## config.mk

```make
export PLATFORM = sky130hd
export DESIGN_NAME = ir_stat_unit
export DESIGN_NICKNAME = d
export VERILOG_FILES = /design/src/rtl/ir_stat_unit.sv
export SDC_FILE = /design/constraint.sdc
export NUM_CORES = 1
export LEC_CHECK = 0
export BUFFER_PORTS_ARGS = -buffer_cell sky130_fd_sc_hd__buf_2
export CORE_ASPECT_RATIO = 0.9
export CORE_UTILIZATION = 25
export DETAILED_ROUTE_END_ITERATION = 10
export PLACE_DENSITY_LB_ADDON = 0.25
export SYNTH_ARGS = -nofsm -noshare
export SYNTH_HDL_FRONTEND = slang
export SYNTH_SLANG_ARGS = --single-unit
```

## constraint.sdc

```tcl
create_clock -name clk -period 2.66 [get_ports clk]
set_input_delay 0.399 -clock clk [delete_from_list [all_inputs] [get_ports clk]]
set_output_delay 0.399 -clock clk [all_outputs]
set_load 0.03 [all_outputs]
```

## src/rtl/ir_stat_unit.sv

```systemverilog
// ir_stat_unit: instruction-side partner of the SISC control FSM.
// Fetches an instruction word over a req/ack handshake into the IR,
// decodes its fields, keeps the {C,V,N,Z} status register and evaluates
// the branch condition for BRA/BRR/BNE/BNR.
//
// Memory handshake: imem_rd is high for as long as a fetch is outstanding
// (REQ and WAIT). The memory answers by raising imem_ack for one cycle
// while imem_data is valid; the word is captured on that edge and imem_rd
// drops. An ack seen while imem_rd is low is ignored. REQ is the first
// cycle of the outstanding request, so an ack in REQ is accepted and
// gives the two-cycle fetch_req-to-ir_valid minimum latency.
module ir_stat_unit #(
    parameter int IW       = 32,
    parameter int SW       = 4,
    parameter int MAX_WAIT = 15
) (
    input  logic          clk,
    input  logic          rst,
    input  logic          fetch_req,
    output logic          imem_rd,
    input  logic          imem_ack,
    input  logic [IW-1:0] imem_data,
    output logic          ir_valid,
    output logic [3:0]    opcode,
    output logic [3:0]    mm,
    output logic [3:0]    rd,
    output logic [3:0]    rs,
    output logic [3:0]    rt,
    output logic [15:0]   imm,
    input  logic          stat_en,
    input  logic [SW-1:0] alu_flags,
    output logic [SW-1:0] stat,
    output logic          br_taken,
    output logic          fetch_err,
    output logic [1:0]    dbg_state
);

    localparam int CW = $clog2(MAX_WAIT + 1);

    localparam logic [3:0] OP_BRA = 4'd4;
    localparam logic [3:0] OP_BRR = 4'd5;
    localparam logic [3:0] OP_BNE = 4'd6;
    localparam logic [3:0] OP_BNR = 4'd7;

    typedef enum logic [1:0] {
        S_IDLE = 2'd0,
        S_REQ  = 2'd1,
        S_WAIT = 2'd2,
        S_HOLD = 2'd3
    } state_t;

    state_t        state_q, state_d;
    logic [IW-1:0] ir_q, ir_d;
    logic [CW-1:0] cnt_q, cnt_d;
    logic          err_q, err_d;
    logic [SW-1:0] stat_q;
    logic [CW-1:0] cnt_inc;
    logic          hit;
    logic          br_c;

    // Fetch FSM, IR, wait counter and sticky error register.
    always_ff @(posedge clk or posedge rst) begin
        if (rst) begin
            state_q <= S_IDLE;
            ir_q    <= '0;
            cnt_q   <= '0;
            err_q   <= 1'b0;
        end else begin
            state_q <= state_d;
            ir_q    <= ir_d;
            cnt_q   <= cnt_d;
            err_q   <= err_d;
        end
    end

    // Next-state logic: the counter holds the number of unanswered request
    // cycles of the current fetch; reaching MAX_WAIT aborts the fetch.
    always_comb begin
        state_d = state_q;
        ir_d    = ir_q;
        cnt_d   = cnt_q;
        err_d   = err_q;
        cnt_inc = '0;
        case (state_q)
            S_IDLE: begin
                if (fetch_req) begin
                    state_d = S_REQ;
                end
            end
            S_REQ, S_WAIT: begin
                if (imem_ack) begin
                    ir_d    = imem_data;
                    cnt_d   = '0;
                    state_d = S_HOLD;
                end else begin
                    // REQ restarts the count; WAIT extends it.
                    cnt_inc = (state_q == S_REQ) ? CW'(1) : cnt_q + CW'(1);
                    cnt_d   = cnt_inc;
                    if (cnt_inc == CW'(MAX_WAIT)) begin
                        err_d   = 1'b1;
                        state_d = S_IDLE;
                    end else begin
                        state_d = S_WAIT;
                    end
                end
            end
            S_HOLD: begin
                if (fetch_req) begin
                    state_d = S_REQ;
                end
            end
            default: begin
                state_d = S_IDLE;
            end
        endcase
    end

    // Status register: loads from the ALU flags whenever enabled,
    // independently of the fetch FSM.
    always_ff @(posedge clk or posedge rst) begin
        if (rst) begin
            stat_q <= '0;
        end else if (stat_en) begin
            stat_q <= alu_flags;
        end
    end

    // Branch condition from the current IR and the registered status, so a
    // same-cycle stat_en is only seen from the following cycle on.
    always_comb begin
        hit  = |(mm & stat_q);
        br_c = 1'b0;
        case (opcode)
            OP_BRA, OP_BRR: br_c = hit;
            OP_BNE, OP_BNR: br_c = ~hit;
            default:        br_c = 1'b0;
        endcase
    end

    assign imem_rd   = (state_q == S_REQ) || (state_q == S_WAIT);
    assign ir_valid  = (state_q == S_HOLD);
    assign opcode    = ir_q[IW-1:IW-4];
    assign mm        = ir_q[IW-5:IW-8];
    assign rd        = ir_q[IW-9:IW-12];
    assign rs        = ir_q[IW-13:IW-16];
    assign rt        = ir_q[IW-17:IW-20];
    assign imm       = ir_q[15:0];
    assign stat      = stat_q;
    assign br_taken  = br_c;
    assign fetch_err = err_q;
    assign dbg_state = state_q;

endmodule

```

==> results.ini, run 1 <==
[cts]
insertion_delay_ps = 290
cts_tree = built
cts.clk_slew.worst_paths_ps = 90
clock_sinks = 43
htreeDepth = 2
cts_resized = 0
cts-root-buf = clkbuf_8
postCtsSetupBuffers = 0
cts_buffers = 5
cts_hold_buf = 0
cts_buffer_depth = 2

[timing]
worstMarginPinSlew_ps = 912
setup_ws_ps = 715
maxSlewViolCount = 0
final.min_clock_period_ps = 1950
fin_skew_ps = 6.96
hold_slack_ps = 301
rsz0062_at_grt = false
max_slew_margin = 0.391
max_freq_mhz = 514
fin_crit_sh = 0.731
hold_violations = 0
fin_tns_setup_ps = 0
setup_violations = 0

[placed_design]
portBuffers = 86
gp_congestion = 0.687
place_ws_ps = 824
dp.cells = 291
dp_hpwl_mm = 2.58
post_dp_cell_area_sq_um = 2280

[logic_synthesis]
synth_area_per_cell_sq_um = 14.7
yosys_most_used_dff = dfrtp_1
synth.distinct_cells = 24
synth_fp_nets = 166
synth.most_common_cell = dfrtp_1
ys_warn_count = 0
yosysTopAreaCell = dfrtp_1
synth_edf_count = 0
ys_seq_elements = 43
synth_cells = 122
synthArstFlopShare = 1.00
seq_area_frac_synth = 0.601
syn_area_sq_um = 1790
yosysTopAreaCellShare = 0.601
synth_area_leaders = dfrtp_1 (60%), mux2_2 (23%), ha_1 (2.1%)
yosys-top-cells-count = dfrtp_1 (43), mux2_2 (36), buf_4 (4), inv_1 (4), o21ai_0 (4)

[run]
maxCapViolCount = 0

[floorplan]
core-area_sq_um = 6760
start_util = 0.265
die-area_sq_um = 7500
ios = 87
die-height_microns = 82.3
std_cell_rows = 28
die_w_microns = 91.2

[worst_setup_path]
timing.rr.start = dbg_state[1]
critPathKind = flip-flop to output port
critPathMaxFanout = 3
worstPathCellList = a22o_1, o21ai_0, nor4bb_1, buf_2
max_stage_delay_ps = 410
crit_path_end_kind = output port
crit_slowest_cell = dfrtp_1
rr_worst_depth = 5
start_kind = flip-flop
r2r-end = ir_q[6]
worstSetupStartpoint = stat[0]
critPathRequiredTime_ps = 2260
r2r_slack_ps = 830
crit_arrival_ps = 1550

[cells_and_area]
area_growth_pct = 33.5
fin_nets = 252
fill_cells = 687
antenna_cells = 0
drive_gt1_frac = 0.644
fin_area_sq_um = 2390
finalNonFillerCells = 298
fin_util = 0.353

[run_status]
run_status = finished, final reports clean

[power]
power_mw = 3.43
powerDensity_nw_per_um2 = 1440
peakVddDrop_mv = 0.549
leakage_nw = 1.16

[route]
drc = 0
via_per_inst = 4.21
dr_total_vias = 1254
avgRoutedWirePerCell_microns = 12.0
finalWirelength_mm = 3.57
firstDrtPassIters = 2
drtIter0Drc = 24
ant_nets = 0

[global_route]
antenna_found_initial = 0
grt_remaining_overflow = 0
grt_usage = 0.103
grt_pass1_vias = 1264
grt_max_degree = 44
grt_pass1_wl_mm = 5.91

[hold_path]
hp-class = input pin to async pin

## state kept, by name (all words and copies together) (netlist names)
register and count:
cnt_q 4, dbg_state 2, fetch_err 1, ir_q 32
stat 4
## cell usage in the layout, fill, tap and decap left out, types with 3 or more instances in the layout
cell type   n
buf_2      86
dfrtp_1    43
mux2_2     36
clkbuf_8    5
o21ai_0     4
a22o_1      3
inv_1       3
nand2_1     3
ha_1        3
## power breakdown
group          leakage (nW)  total, mW  switching (mW)  internal, mW
combinational         0.596       1.81            1.13         0.677
clock                0.0502      0.492           0.218         0.274
sequential            0.512       1.13           0.175         0.953
total                  1.16       3.43            1.53          1.90
## kinds of logic after synthesis
family                   Yosys count  share of synthesized area
flip-flops                        43                      0.601
multiplexers                      36                      0.227
buffers and inverters             13                     0.0489
AND/OR/NAND/NOR                   13                     0.0469
AO/OA/AOI/OAI                     12                     0.0455
adder cells (fa/ha/maj)            3                     0.0210
XOR/XNOR                           2                    0.00979
## layout make-up
cell class / instances / area, sq um / area share
inverter: 4 / 15.0 / 0.00629
timing repair buffer: 88 / 445 / 0.186
clock buffer: 5 / 68.8 / 0.0288
clock inverter: 2 / 37.5 / 0.0157
sequential: 43 / 1080 / 0.450
tap: 90 / 113 / 0.0471
multi-input combinational: 66 / 633 / 0.265
## worst max-delay path by stage
stage / to / cells after the start
6_report: br_taken / 4
5_1_grt: imem_rd / 4
4_1_cts: br_taken / 4
3_5_place_dp: ir_q[8] / 5
3_3_place_gp: ir_q[0] / 5
2_1_floorplan: br_taken / 3
## metal layers
layer  track usage  routed length [microns]  part of all wire
met4        0.0429                       36             0.010
met2         0.155                     1460              0.41
met3        0.0440                      348             0.097
met5             0                        0                 0
met1         0.132                     1730              0.48
## critical path: cells and delay by family, from the launching register on
family / cells / cell delay [ps]
flip-flops: 1 / 410
buffers and inverters: 1 / 250
AO/OA/AOI/OAI: 2 / 390
AND/OR/NAND/NOR: 1 / 220
Note: power is estimated with default switching activity, not from simulation.
==> run 2: changes to the inputs <==
==> constraint.sdc (replaced) <==
create_clock -name clk -period 1.8 [get_ports clk]
set_input_delay 0.27 -clock clk [delete_from_list [all_inputs] [get_ports clk]]
set_output_delay 0.27 -clock clk [all_outputs]
set_load 0.03 [all_outputs]
==> results.ini, run 2 (synthesis results as in run 1) <==
[cells_and_area]
area_growth_pct = 39.9
largest_reg_flops = 32  ; unchanged
regMostFlops = ir_q
finalNonFillerCells = 306  ; +2.7%
layout_common_cells = buf_2 (84), dfrtp_1 (43), mux2_2 (36)
mostFrequentLayoutCell = buf_2
fin_nets = 260  ; +3.2%
antenna_cells = 0  ; unchanged
fin_util = 0.370  ; +0.0170
fill_cells = 665  ; -3.2%
drive_gt1_frac = 0.657  ; +0.0132

[worst_setup_path]
path_buf_inv = 1  ; unchanged
critPathRequiredTime_ps = 1530  ; -730 ps
critPathTopFamily = flip-flops
timing.rr.start = cnt_q[0]
r2r-end = dbg_state[1]
crit_arrival_ps = 1460  ; -90 ps
critPathMaxFanout = 3  ; unchanged
start_kind = flip-flop
worstSetupStartpoint = ir_q[24]
r2r_slack_ps = 190  ; -640 ps
rr_worst_depth = 4  ; -1
endpoint = br_taken
worstPathCellList = a22o_1, o21ai_1, nor4bb_2, buf_4
max_stage_delay_ps = 400  ; about the same
path_depth = 4  ; unchanged
critPathKind = flip-flop to output port
crit_slowest_cell = dfrtp_1
crit_path_end_kind = output port

[cts]
htreeDepth = 2  ; unchanged
cts_buffer_depth = 2  ; unchanged
clock_sinks = 43  ; unchanged
cts_tree = built
cts.clk_slew.worst_paths_ps = 80  ; about the same
insertion_delay_ps = 290  ; about the same
cts-root-buf = clkbuf_8
cts_buffers = 5  ; unchanged

[timing]
fin_crit_sh = 0.960
max_freq_mhz = 579
rsz0062_at_grt = true
setup_violations = 0  ; unchanged
fin_skew_ps = 7.86  ; +0.898 ps
hold_violations = 0  ; unchanged
worstMarginPinSlew_ps = 419  ; -493 ps
maxSlewViolCount = 0  ; unchanged
final.min_clock_period_ps = 1730
max_slew_margin = 0.720  ; +0.329

[route]
finalWirelength_mm = 3.59  ; +0.59%
avgRoutedWirePerCell_microns = 11.7  ; -2.0%
firstDrtPassIters = 4  ; +2
via_per_inst = 4.25  ; +0.88%
drc = 0  ; unchanged
ant_nets = 0  ; unchanged
dr_total_vias = 1299  ; +3.6%
drtIter0Drc = 50  ; +110%

[placed_design]
dp_hpwl_mm = 2.65  ; +2.5%
portBuffers = 86  ; unchanged
dp.cells = 293  ; +0.69%
gp_congestion = 0.673  ; -2.0%

[floorplan]
die-area_sq_um = 7500  ; unchanged
start_util = 0.265  ; unchanged
die-height_microns = 82.3  ; unchanged
ios = 87  ; unchanged
core-area_sq_um = 6760  ; unchanged
die_w_microns = 91.2  ; unchanged
std_cell_rows = 28  ; unchanged

[global_route]
grt_remaining_overflow = 0  ; unchanged
grt_pass1_wl_mm = 5.66  ; -4.2%
antenna_found_initial = 0  ; unchanged
grt_usage = 0.0994  ; -0.00385
grt_max_degree = 26  ; -41%
grt_pass1_vias = 1205  ; -4.7%

[power]
comb_power_share = 0.548  ; +0.021
seq_power_share = 0.314  ; -0.015
powerDensity_nw_per_um2 = 2110  ; +47%
peakVddDrop_mv = 0.773  ; +41%
clkPwrFrac = 0.138  ; -0.006
power_mw = 5.28  ; +54%
leakage_nw = 1.21  ; +4.5%
power.share.switching = 0.434  ; -0.0105
power.switching_mw = 2.29  ; +50%
internal_power_mw = 2.99  ; +57%

[hold_path]
hp-class = input pin to flip-flop

[run]
maxCapViolCount = 0  ; unchanged

[run_status]
run_status = finished, final reports clean

run 2: metal layers:
metal / track usage / vias to the layer above / wire length (microns)
met3: 0.0467 / 4 / 358
met2: 0.148 / 59 / 1600
met1: 0.122 / 620 / 1590
met4: 0.0476 / 0 / 36
li1: - / 616 / -
met5: 0 / - / 0
run 2: how the worst min path moves through the flow:
stage | from | endpoint | slack (ps) | cells after the start
finish | imem_data[23] | ir_q[23] | 200 | 2
global route | imem_data[20] | ir_q[20] | 180 | 2
CTS | imem_data[23] | ir_q[23] | 190 | 2
detailed placement | rst | ir_q[11] | 300 | 2
global placement | rst | ir_q[11] | 310 | 2
floorplan | imem_ack | cnt_q[0] | 370 | 1
run 2: power groups by stage:
stage | Combinational, mW | Sequential, mW | Clock [mW]
detailed placement | 2.83 | 1.69 | 0
global route | 3.08 | 1.73 | 0.816
global placement | 2.83 | 1.67 | 0
finish | 2.89 | 1.66 | 0.729
floorplan | 1.28 | 2.49 | 0
CTS | 2.86 | 1.67 | 0.775
run 2: area by class of cell:
type                    count  area, sq um  area share
flip-flops and latches     43         1080       0.430
inverters                   4         15.0     0.00600
multi-input cells          66          639       0.255
well taps                  90          113      0.0450
clock inverters             2         37.5      0.0150
clock buffers               5         68.8      0.0275
repair buffers             96          554       0.221
run 2: metrics by stage:
stage	hold slack (ps)	setup WS (ps)	TNS, ps	cell area, sq um
finish	204	72.7	0	2500
global route	184	-17.9	-17.9	2500
CTS	186	20.7	0	2470
floorplan	366	2.05	0	1800
detailed placement	301	187	0	2340
global placement	309	231	0	2340
run 2: repair_timing:
item	in CTS	in global routing
pin swaps	0	1
endpoints found under the hold margin	18	0
setup buffers	2	3
setup endpoints to repair	1	2
hold buffers	1	0
resized for setup	1	3
